===== src/rtl/serial_deframer_if.sv =====
// -----------------------------------------------------------------------------
// serial_deframer_if
// Bundles the serial input stream and the word-output handshake of the
// serial deframer.
//   bit_i        serial data bit (MSB of each word first)
//   bit_valid_i  qualifies bit_i
//   data_o       deserialised word held in the output register
//   valid_o      data_o holds an unconsumed word
//   ready_i      consumer accepts data_o when valid_o && ready_i
//   locked_o     deframer is collecting payload
//   frame_done_o one-cycle pulse after the last word of a frame
//   overflow_o   one-cycle pulse after a completed word was dropped
// Modports:
//   slave  - the deframer itself (consumes bits, produces words)
//   master - the environment (produces bits, consumes words)
// -----------------------------------------------------------------------------
interface serial_deframer_if #(
    parameter int DATA_W = 8
);
    logic              bit_i;
    logic              bit_valid_i;
    logic [DATA_W-1:0] data_o;
    logic              valid_o;
    logic              ready_i;
    logic              locked_o;
    logic              frame_done_o;
    logic              overflow_o;

    modport slave (
        input  bit_i,
        input  bit_valid_i,
        input  ready_i,
        output data_o,
        output valid_o,
        output locked_o,
        output frame_done_o,
        output overflow_o
    );

    modport master (
        output bit_i,
        output bit_valid_i,
        output ready_i,
        input  data_o,
        input  valid_o,
        input  locked_o,
        input  frame_done_o,
        input  overflow_o
    );
endinterface


===== src/rtl/serial_deframer.sv =====
// -----------------------------------------------------------------------------
// serial_deframer
// Hunts for a sync word in a qualified serial bit stream, then deserialises
// NUM_WORDS payload words of DATA_W bits each, MSB first. Completed words go
// to a one-entry valid/ready output register; a word that completes while
// that register is full and not being drained is dropped and flagged.
//
// Ports:
//   clk  rising-edge clock
//   rst  synchronous active-high reset
//   bus  serial_deframer_if.slave (bit stream in, word handshake out,
//        locked / frame_done / overflow status)
//
// DATA_W and SYNC_W are expected to be at least 2; NUM_WORDS at least 1.
// All outputs come straight from flops.
// -----------------------------------------------------------------------------
module serial_deframer #(
    parameter int                DATA_W       = 8,
    parameter int                SYNC_W       = 8,
    parameter logic [SYNC_W-1:0] SYNC_PATTERN = 8'hA5,
    parameter int                NUM_WORDS    = 4
) (
    input  logic            clk,
    input  logic            rst,
    serial_deframer_if.slave bus
);

    // State encoding kept as plain constants.
    localparam logic [0:0] ST_HUNT    = 1'b0;
    localparam logic [0:0] ST_COLLECT = 1'b1;

    // Fill counter must be able to hold the value SYNC_W itself.
    localparam int FILL_W = $clog2(SYNC_W + 1);
    localparam int BIT_W  = (DATA_W > 1) ? $clog2(DATA_W) : 1;
    localparam int WORD_W = (NUM_WORDS > 1) ? $clog2(NUM_WORDS) : 1;

    localparam logic [FILL_W-1:0] FILL_FULL = FILL_W'(SYNC_W);
    localparam logic [BIT_W-1:0]  BIT_LAST  = BIT_W'(DATA_W - 1);
    localparam logic [WORD_W-1:0] WORD_LAST = WORD_W'(NUM_WORDS - 1);

    // Framing state
    logic [0:0]        state_r;
    logic              locked_r;
    logic [SYNC_W-1:0] hunt_r;
    logic [FILL_W-1:0] fill_r;
    logic [DATA_W-1:0] word_r;
    logic [BIT_W-1:0]  bit_cnt_r;
    logic [WORD_W-1:0] word_cnt_r;

    // Output register and status pulses
    logic [DATA_W-1:0] data_r;
    logic              valid_r;
    logic              frame_done_r;
    logic              overflow_r;

    // Combinational helpers
    logic [SYNC_W-1:0] hunt_next_s;
    logic [FILL_W-1:0] fill_next_s;
    logic [DATA_W-1:0] word_next_s;
    logic              sample_hunt_s;
    logic              sample_collect_s;
    logic              sync_hit_s;
    logic              word_done_s;
    logic              frame_end_s;
    logic              can_load_s;

    // Next-value and event decode for the current bit.
    always_comb begin
        hunt_next_s      = {hunt_r[SYNC_W-2:0], bus.bit_i};
        word_next_s      = {word_r[DATA_W-2:0], bus.bit_i};

        if (fill_r == FILL_FULL) begin
            fill_next_s = fill_r;
        end else begin
            fill_next_s = fill_r + FILL_W'(1'b1);
        end

        sample_hunt_s    = bus.bit_valid_i && (state_r == ST_HUNT);
        sample_collect_s = bus.bit_valid_i && (state_r == ST_COLLECT);

        // The fill check includes the bit being sampled now, so a pattern
        // can only match once SYNC_W genuine bits have been seen.
        sync_hit_s  = sample_hunt_s && (fill_next_s == FILL_FULL) &&
                      (hunt_next_s == SYNC_PATTERN);
        word_done_s = sample_collect_s && (bit_cnt_r == BIT_LAST);
        frame_end_s = word_done_s && (word_cnt_r == WORD_LAST);

        // The output slot is free if empty or being emptied this very edge.
        can_load_s  = !valid_r || bus.ready_i;
    end

    // Hunt / collect state machine with its shift registers and counters.
    always_ff @(posedge clk) begin
        if (rst) begin
            state_r    <= ST_HUNT;
            locked_r   <= 1'b0;
            hunt_r     <= '0;
            fill_r     <= '0;
            word_r     <= '0;
            bit_cnt_r  <= '0;
            word_cnt_r <= '0;
        end else begin
            case (state_r)
                ST_HUNT: begin
                    if (sync_hit_s) begin
                        state_r    <= ST_COLLECT;
                        locked_r   <= 1'b1;
                        hunt_r     <= '0;
                        fill_r     <= '0;
                        word_r     <= '0;
                        bit_cnt_r  <= '0;
                        word_cnt_r <= '0;
                    end else if (sample_hunt_s) begin
                        hunt_r <= hunt_next_s;
                        fill_r <= fill_next_s;
                    end else begin
                        hunt_r <= hunt_r;
                        fill_r <= fill_r;
                    end
                end
                ST_COLLECT: begin
                    if (sample_collect_s) begin
                        word_r <= word_next_s;
                        if (frame_end_s) begin
                            // Back to hunting; a complete fresh sync word is
                            // required before the next frame.
                            state_r    <= ST_HUNT;
                            locked_r   <= 1'b0;
                            hunt_r     <= '0;
                            fill_r     <= '0;
                            bit_cnt_r  <= '0;
                            word_cnt_r <= '0;
                        end else if (word_done_s) begin
                            // Dropped words still count towards the frame.
                            bit_cnt_r  <= '0;
                            word_cnt_r <= word_cnt_r + WORD_W'(1'b1);
                        end else begin
                            bit_cnt_r  <= bit_cnt_r + BIT_W'(1'b1);
                        end
                    end else begin
                        word_r <= word_r;
                    end
                end
                default: begin
                    state_r    <= ST_HUNT;
                    locked_r   <= 1'b0;
                    hunt_r     <= '0;
                    fill_r     <= '0;
                    bit_cnt_r  <= '0;
                    word_cnt_r <= '0;
                end
            endcase
        end
    end

    // One-entry output register plus frame_done / overflow pulses; drains
    // regardless of framing state.
    always_ff @(posedge clk) begin
        if (rst) begin
            data_r       <= '0;
            valid_r      <= 1'b0;
            frame_done_r <= 1'b0;
            overflow_r   <= 1'b0;
        end else begin
            frame_done_r <= frame_end_s;
            overflow_r   <= word_done_s && !can_load_s;
            if (word_done_s && can_load_s) begin
                data_r  <= word_next_s;
                valid_r <= 1'b1;
            end else if (valid_r && bus.ready_i) begin
                valid_r <= 1'b0;
            end else begin
                valid_r <= valid_r;
            end
        end
    end

    assign bus.data_o       = data_r;
    assign bus.valid_o      = valid_r;
    assign bus.locked_o     = locked_r;
    assign bus.frame_done_o = frame_done_r;
    assign bus.overflow_o   = overflow_r;

endmodule


===== src/flat_wrapper.sv =====
// flat-port wrapper written by rule: the top's interface ports become plain ports
module serial_deframer_flat 
#(
    parameter int                DATA_W       = 8,
    parameter int                SYNC_W       = 8,
    parameter logic [SYNC_W-1:0] SYNC_PATTERN = 8'hA5,
    parameter int                NUM_WORDS    = 4
)
  (clk, rst, bus_bit_i, bus_bit_valid_i, bus_ready_i, bus_data_o, bus_valid_o, bus_locked_o, bus_frame_done_o, bus_overflow_o);
  serial_deframer_if #(.DATA_W(DATA_W)) bus_i ();
  input  logic clk;
  input  logic rst;
  input wire logic [$bits(bus_i.bit_i)-1:0] bus_bit_i;
  input wire logic [$bits(bus_i.bit_valid_i)-1:0] bus_bit_valid_i;
  input wire logic [$bits(bus_i.ready_i)-1:0] bus_ready_i;
  output wire logic [$bits(bus_i.data_o)-1:0] bus_data_o;
  output wire logic [$bits(bus_i.valid_o)-1:0] bus_valid_o;
  output wire logic [$bits(bus_i.locked_o)-1:0] bus_locked_o;
  output wire logic [$bits(bus_i.frame_done_o)-1:0] bus_frame_done_o;
  output wire logic [$bits(bus_i.overflow_o)-1:0] bus_overflow_o;
  assign bus_i.bit_i = bus_bit_i;
  assign bus_i.bit_valid_i = bus_bit_valid_i;
  assign bus_i.ready_i = bus_ready_i;
  assign bus_data_o = bus_i.data_o;
  assign bus_valid_o = bus_i.valid_o;
  assign bus_locked_o = bus_i.locked_o;
  assign bus_frame_done_o = bus_i.frame_done_o;
  assign bus_overflow_o = bus_i.overflow_o;
  serial_deframer #(.DATA_W(DATA_W), .SYNC_W(SYNC_W), .SYNC_PATTERN(SYNC_PATTERN), .NUM_WORDS(NUM_WORDS)) u_core (.clk(clk), .rst(rst), .bus(bus_i));
endmodule

===== config.mk =====
export PLATFORM = sky130hd
export DESIGN_NAME = serial_deframer_flat
export DESIGN_NICKNAME = d
export VERILOG_FILES = /design/src/rtl/serial_deframer_if.sv /design/src/rtl/serial_deframer.sv /design/src/flat_wrapper.sv
export SDC_FILE = /design/constraint.sdc
export NUM_CORES = 1
export LEC_CHECK = 0
export BUFFER_PORTS_ARGS = -buffer_cell sky130_fd_sc_hd__buf_4
export CORE_ASPECT_RATIO = 0.75
export CORE_MARGIN = 4
export CORE_UTILIZATION = 48
export CTS_CLUSTER_DIAMETER = 200
export CTS_CLUSTER_SIZE = 8
export DETAILED_ROUTE_END_ITERATION = 8
export GPL_ROUTABILITY_DRIVEN = 0
export PLACE_DENSITY_LB_ADDON = 0.15
export SYNTH_ARGS = -nofsm -noshare
export SYNTH_HDL_FRONTEND = slang
export SYNTH_SLANG_ARGS = --single-unit

===== constraint.sdc =====
create_clock -name clk -period 2.2 [get_ports clk]
set_input_delay 0.33 -clock clk [delete_from_list [all_inputs] [get_ports clk]]
set_output_delay 0.33 -clock clk [all_outputs]
set_load 0.005 [all_outputs]

-- Word level (Yosys, flattened, before mapping)
Cells that the tools add are included.
- register bits after elaboration: 36
- logic and storage cells: 76
- $add $sub $neg: 3
- equality and inequality tests: 10
- multiplexer cells: 34
- bitwise operators: 1
- reductions and logical operators: 17
- operators by type and width (operator ; number):
    $mux 7 ; 6
    $pmux 7 s2 ; 2
    $mux 4 ; 5
    $mux 3 ; 4
    $logic_and 1x1->1 ; 9
    $reduce_and 3->1 ; 3
    $eq 4x4->1 const B ; 2
    $eq 8x8->1 const B ; 1
    $mux 1 ; 8
    $mux 2 ; 4
    $pmux 4 s2 ; 1
    $pmux 3 s2 ; 1
    $add 4x1->4 const B ; 1
    $ne 2x2->1 const B ; 2
    $pmux 1 s2 ; 2
    $pmux 2 s2 ; 1
    $add 3x1->3 const B ; 1
    $eq 3x3->1 const B ; 1
    $ne 3x1->1 const B ; 1
    $ne 3x3->1 const B ; 1
    $add 2x1->2 const B ; 1
    $eq 2x2->1 const B ; 1
    $logic_not 1->1 ; 2
    $ne 2x1->1 const B ; 1
    other kinds (4) ; 4

-- Depth between registers and ports, before layout
- word-level depth: 7
- mapped depth: 7
- mapped depth without buffers: 6

-- Least setup slack after synthesis
OpenSTA, ideal clock, no wires.
- path kind: register -> register
- start point: register u_core.fill_r[0]
- end point: register u_core.hunt_r[0]
- arrival: 1.908 ns
- data required time: 2.083 ns
- setup slack: 0.175 ns
- cell stages (with the launch flop): 8
- buffers on the path: 1
- period minus slack after synthesis: 2.025 ns
- path through: dfxtp_1 inv_1 ha_1 nor4b_2 nand2_1 or4_1 buf_2 a32o_1
- longest elaborated chain between the ends: 7
- elaborated cells between the ends (all ways): 10
- those cells by class: 1 x add/sub; 3 x eq/ne; 3 x mux; 3 x reduce/logical
- RTL lines (item ; line ; source):
    start, declared ; serial_deframer.sv:45 ; logic [FILL_W-1:0] fill_r;
    start signal, assigned ; serial_deframer.sv:115 ; fill_r <= fill_next_s;
    start signal, assigned ; serial_deframer.sv:118 ; fill_r <= fill_r;
    $add 4x1->4 or $eq 4x4->1 (tied branches) ; serial_deframer.sv:75, serial_deframer.sv:72 ;
    $mux 4 * ; serial_deframer.sv:72 ; if (fill_r == FILL_FULL) begin
    $eq 4x4->1 * ; serial_deframer.sv:83 ; sync_hit_s = sample_hunt_s && (fill_next_s == FILL_FULL) &&
    $logic_and 1x1->1 * (2 in a row) ; serial_deframer.sv:83 ;
    $ne 3x1->1 (no line) or $mux 7 (tied branches) ; n/a ;
    $reduce_and 3->1 (no line) or $pmux 7 s2 (tied branches) ; n/a ;
    end signal, assigned ; serial_deframer.sv:114 ; hunt_r <= hunt_next_s;
    end signal, assigned ; serial_deframer.sv:117 ; hunt_r <= hunt_r;
    end, declared ; serial_deframer.sv:44 ; logic [SYNC_W-1:0] hunt_r;
Mark *: on every way between the ends. The rest lies on a longest branch, timed or not.
A chain may end at the register's enable or synchronous reset.

-- Worst setup path after layout
- start point: register u_core.fill_r[0]
- end point: register u_core.hunt_r[2]
The elaborated chain is that of the path after synthesis.

==> run summary <==
H-tree Lvls = 2
Setup slack, reg-to-reg = 170 ps
Power Dens Cells = 702.0 nW/um^2
Worst path required time = 2380 ps
Final worst-path cycle share = 0.9221
CP Class = reg2reg
Total GRT Usage = 0.1601
Drt first pass iters = 4
Max clock buf depth = 2
DRT iter0 DRCs = 70
Drt wl/cell = 14.00 um
Leak = 0.6880 nW
F_max = 493.0 MHz
Mean Syn Cell Area = 9.593 sq um
# fillers = 263
# diodes = 0
Die Y-Extent = 57.28 um
Net load switching power = 0.2730 mW
Cell Area, Synth = 1554 sq um
Post-Syn Nets = 172
Critical Path AT = 2210 ps
Die W = 73.70 um
RSZ-0062 raised after global routing = no
Num CTS Buffers = 5
Area Overhead vs Synth = 18.12%
Final Max Slew Viols = 0
Sequential fraction of design power = 0.512
Final hold violations = 0
Synth warnings = 0
Setup violators final = 0
Synth area leader = dfxtp_1
Flops & latches, synth = 36
First-pass GRT wire length = 5181 um
Vias/cell = 5.543
Congestion Overflow GR = 0
Type of origin of the critical path = flip-flop
Max Cap Violations = 0
# port buffers = 16
Die area = 4221 sq um
Crit end category = flip-flop
Synth Instances = 162
Area contributors post-synth = dfxtp_1 (46%), mux2i_1 (5.2%), nand2b_1 (4.8%), ha_1 (4.0%), a21oi_1 (2.9%)
Core area = 3020 sq um
IO Count = 17
Yosys cell types = 35
CTS tree = done
Largest net degree at the start of global routing = 38
Worst setup margin = 171.4 ps
Sequential share of the synthesized area = 0.4638
Hold WC Path Type = in2reg
Worst slack, placed = 121.6 ps
Slew headroom = 0.6515
Initial antenna violation count = 0
Post-synth top cells = dfxtp_1 (36), nand2b_1 (12), nor2_1 (11)
Clock Latency Late Sink = 290 ps
Worst vdd ir = 366.2 uV
Post-synth EDFFs = 0
Routed WL = 3066 um
Total clock sinks = 36
Sw Share = 0.2119
Initial Util = 0.5145
Share of synthesized flip-flops with an asynchronous set or reset = 0
Top cell type's share of synthesized area = 0.4638
# hold bufs at CTS = 0
Nets@finish = 190
Clock network fraction of design power = 0.442
Top-count cell post-synth = dfxtp_1
DR DRC count = 0
Status = completed
Root Buffer = clkbuf_8
Vias in the first global route = 1073
Antenna viol nets, final = 0
Combinational fraction of design power = 0.045
Clk slew on worst S/H paths = 70 ps
Slew @ Worst Pin = 520.9 ps
Share of cells above drive strength 1 = 0.1768
Num rows = 17
Most used DFF post-synth = dfxtp_1
Vias = 1214
CP Max Fanout = 6
Setup TNS = 0 ps
Crit path time final = 2029 ps
Setup Skew = 4.091 ps
P_int = 1.015 mW
HPWL after detailed placement = 2087 um
[what timing repair did]
action                     4_1_cts  5_1_grt
buffers inserted                 0        0
setup endpoints to repair        0        3
resized for setup                0        1
[sequential cells by signal, summed over array words and instances (netlist names)]
| signal | flops |
|---|---|
| u_core.word_r | 7 |
| u_core.hunt_r | 7 |
| u_core.bus.overflow_o | 1 |
| u_core.fill_r | 4 |
| u_core.bus.locked_o | 1 |
| u_core.bus.frame_done_o | 1 |
| u_core.bit_cnt_r | 3 |
| u_core.word_cnt_r | 2 |
| u_core.bus.valid_o | 1 |
| u_core.bus.data_o | 8 |
| u_core.state_r | 1 |
[final timing paths]
path                               to                 from  depth (start not counted)
setup reg to reg     u_core.hunt_r[2]     u_core.fill_r[0]                          6
setup / recovery     u_core.hunt_r[2]     u_core.fill_r[0]                          6
hold reg to reg   u_core.bus.locked_o  u_core.bus.locked_o                          2
hold / removal       u_core.hunt_r[0]            bus_bit_i                          2
[area by class of cell]
type                       instances  area [sq um]  share of cell area
clock buffer                       6         72.57             0.03954
clock inverter                     2         35.03             0.01909
inverter                           8         30.03             0.01636
multi-input combinational        108         772.0              0.4206
sequential                        36         720.7              0.3926
tap                               38         47.55             0.02590
timing repair buffer              21         157.7             0.08589
[power by group through the flow]
stage               clock network (mW)  logic [mW]  registers (mW)
finish                           0.570      0.0586           0.660
global route                     0.607      0.0646           0.660
CTS                              0.576      0.0577           0.660
detailed placement                   0      0.0568           0.675
global placement                     0      0.0544           0.675
floorplan                            0      0.0346           0.676
[kinds of logic after synthesis]
group	after synthesis	share of synthesized area
xor gates and xnor gates	3	0.01691
DFF	36	0.4638
adders and majority gates	5	0.04026
and+or+nand+nor	58	0.2262
AOI/OAI and AO/OA	34	0.1554
buffers and inverters	18	0.04589
muxes	8	0.05153
[layer usage]
metal,global-route usage,up-vias,share of wire,wire (um)
met5,0,-,0,0
met4,0.06202,0,0.015,46
met3,0.04401,4,0.034,104
met2,0.2222,20,0.45,1382
met1,0.2330,570,0.50,1533
li1,-,620,-,-
[placed cells by master, fill, tap and decap left out, types with 3 or more instances in the layout]
| cell | synthesis | final |
|---|---|---|
| dfxtp_1 | 36 | 36 |
| buf_4 | 0 | 21 |
| nand2b_1 | 12 | 12 |
| nor2_1 | 11 | 11 |
| a21oi_1 | 9 | 9 |
| inv_1 | 8 | 8 |
| mux2i_1 | 8 | 8 |
| nand2_1 | 7 | 7 |
| nand3b_1 | 6 | 6 |
| o22ai_1 | 6 | 6 |
| ha_1 | 5 | 5 |
| clkbuf_8 | 0 | 5 |
| o32ai_1 | 4 | 4 |
| a32o_1 | 4 | 4 |
| a22o_1 | 4 | 4 |
| nand3_1 | 3 | 3 |
| nor2b_1 | 3 | 3 |
| nor3b_1 | 3 | 3 |
| o21ai_1 | 3 | 3 |
[critical path, stage by stage (launching register included)]
cell     delay [ps]
dfxtp_1         330
inv_1            60
ha_1            330
nor4b_2         270
nand2_1          90
or4_4           570
a32o_1          270
[stage by stage]
step | std cells | instance area [sq um] | utilization | total power [mW] | hold slack [ps]
floorplan | 162 | 1554 | - | 0.7105 | 434.4
global placement | 211 | 1724 | 0.5708 | 0.7291 | 450.7
detailed placement | 211 | 1724 | 0.5708 | 0.7315 | 456.8
CTS | 219 | 1832 | 0.6065 | 1.293 | 317.6
global route | 219 | 1836 | 0.6077 | 1.332 | 319.6
finish | 219 | 1836 | 0.6077 | 1.289 | 319.0
Power figures use the tool's default switching activity.
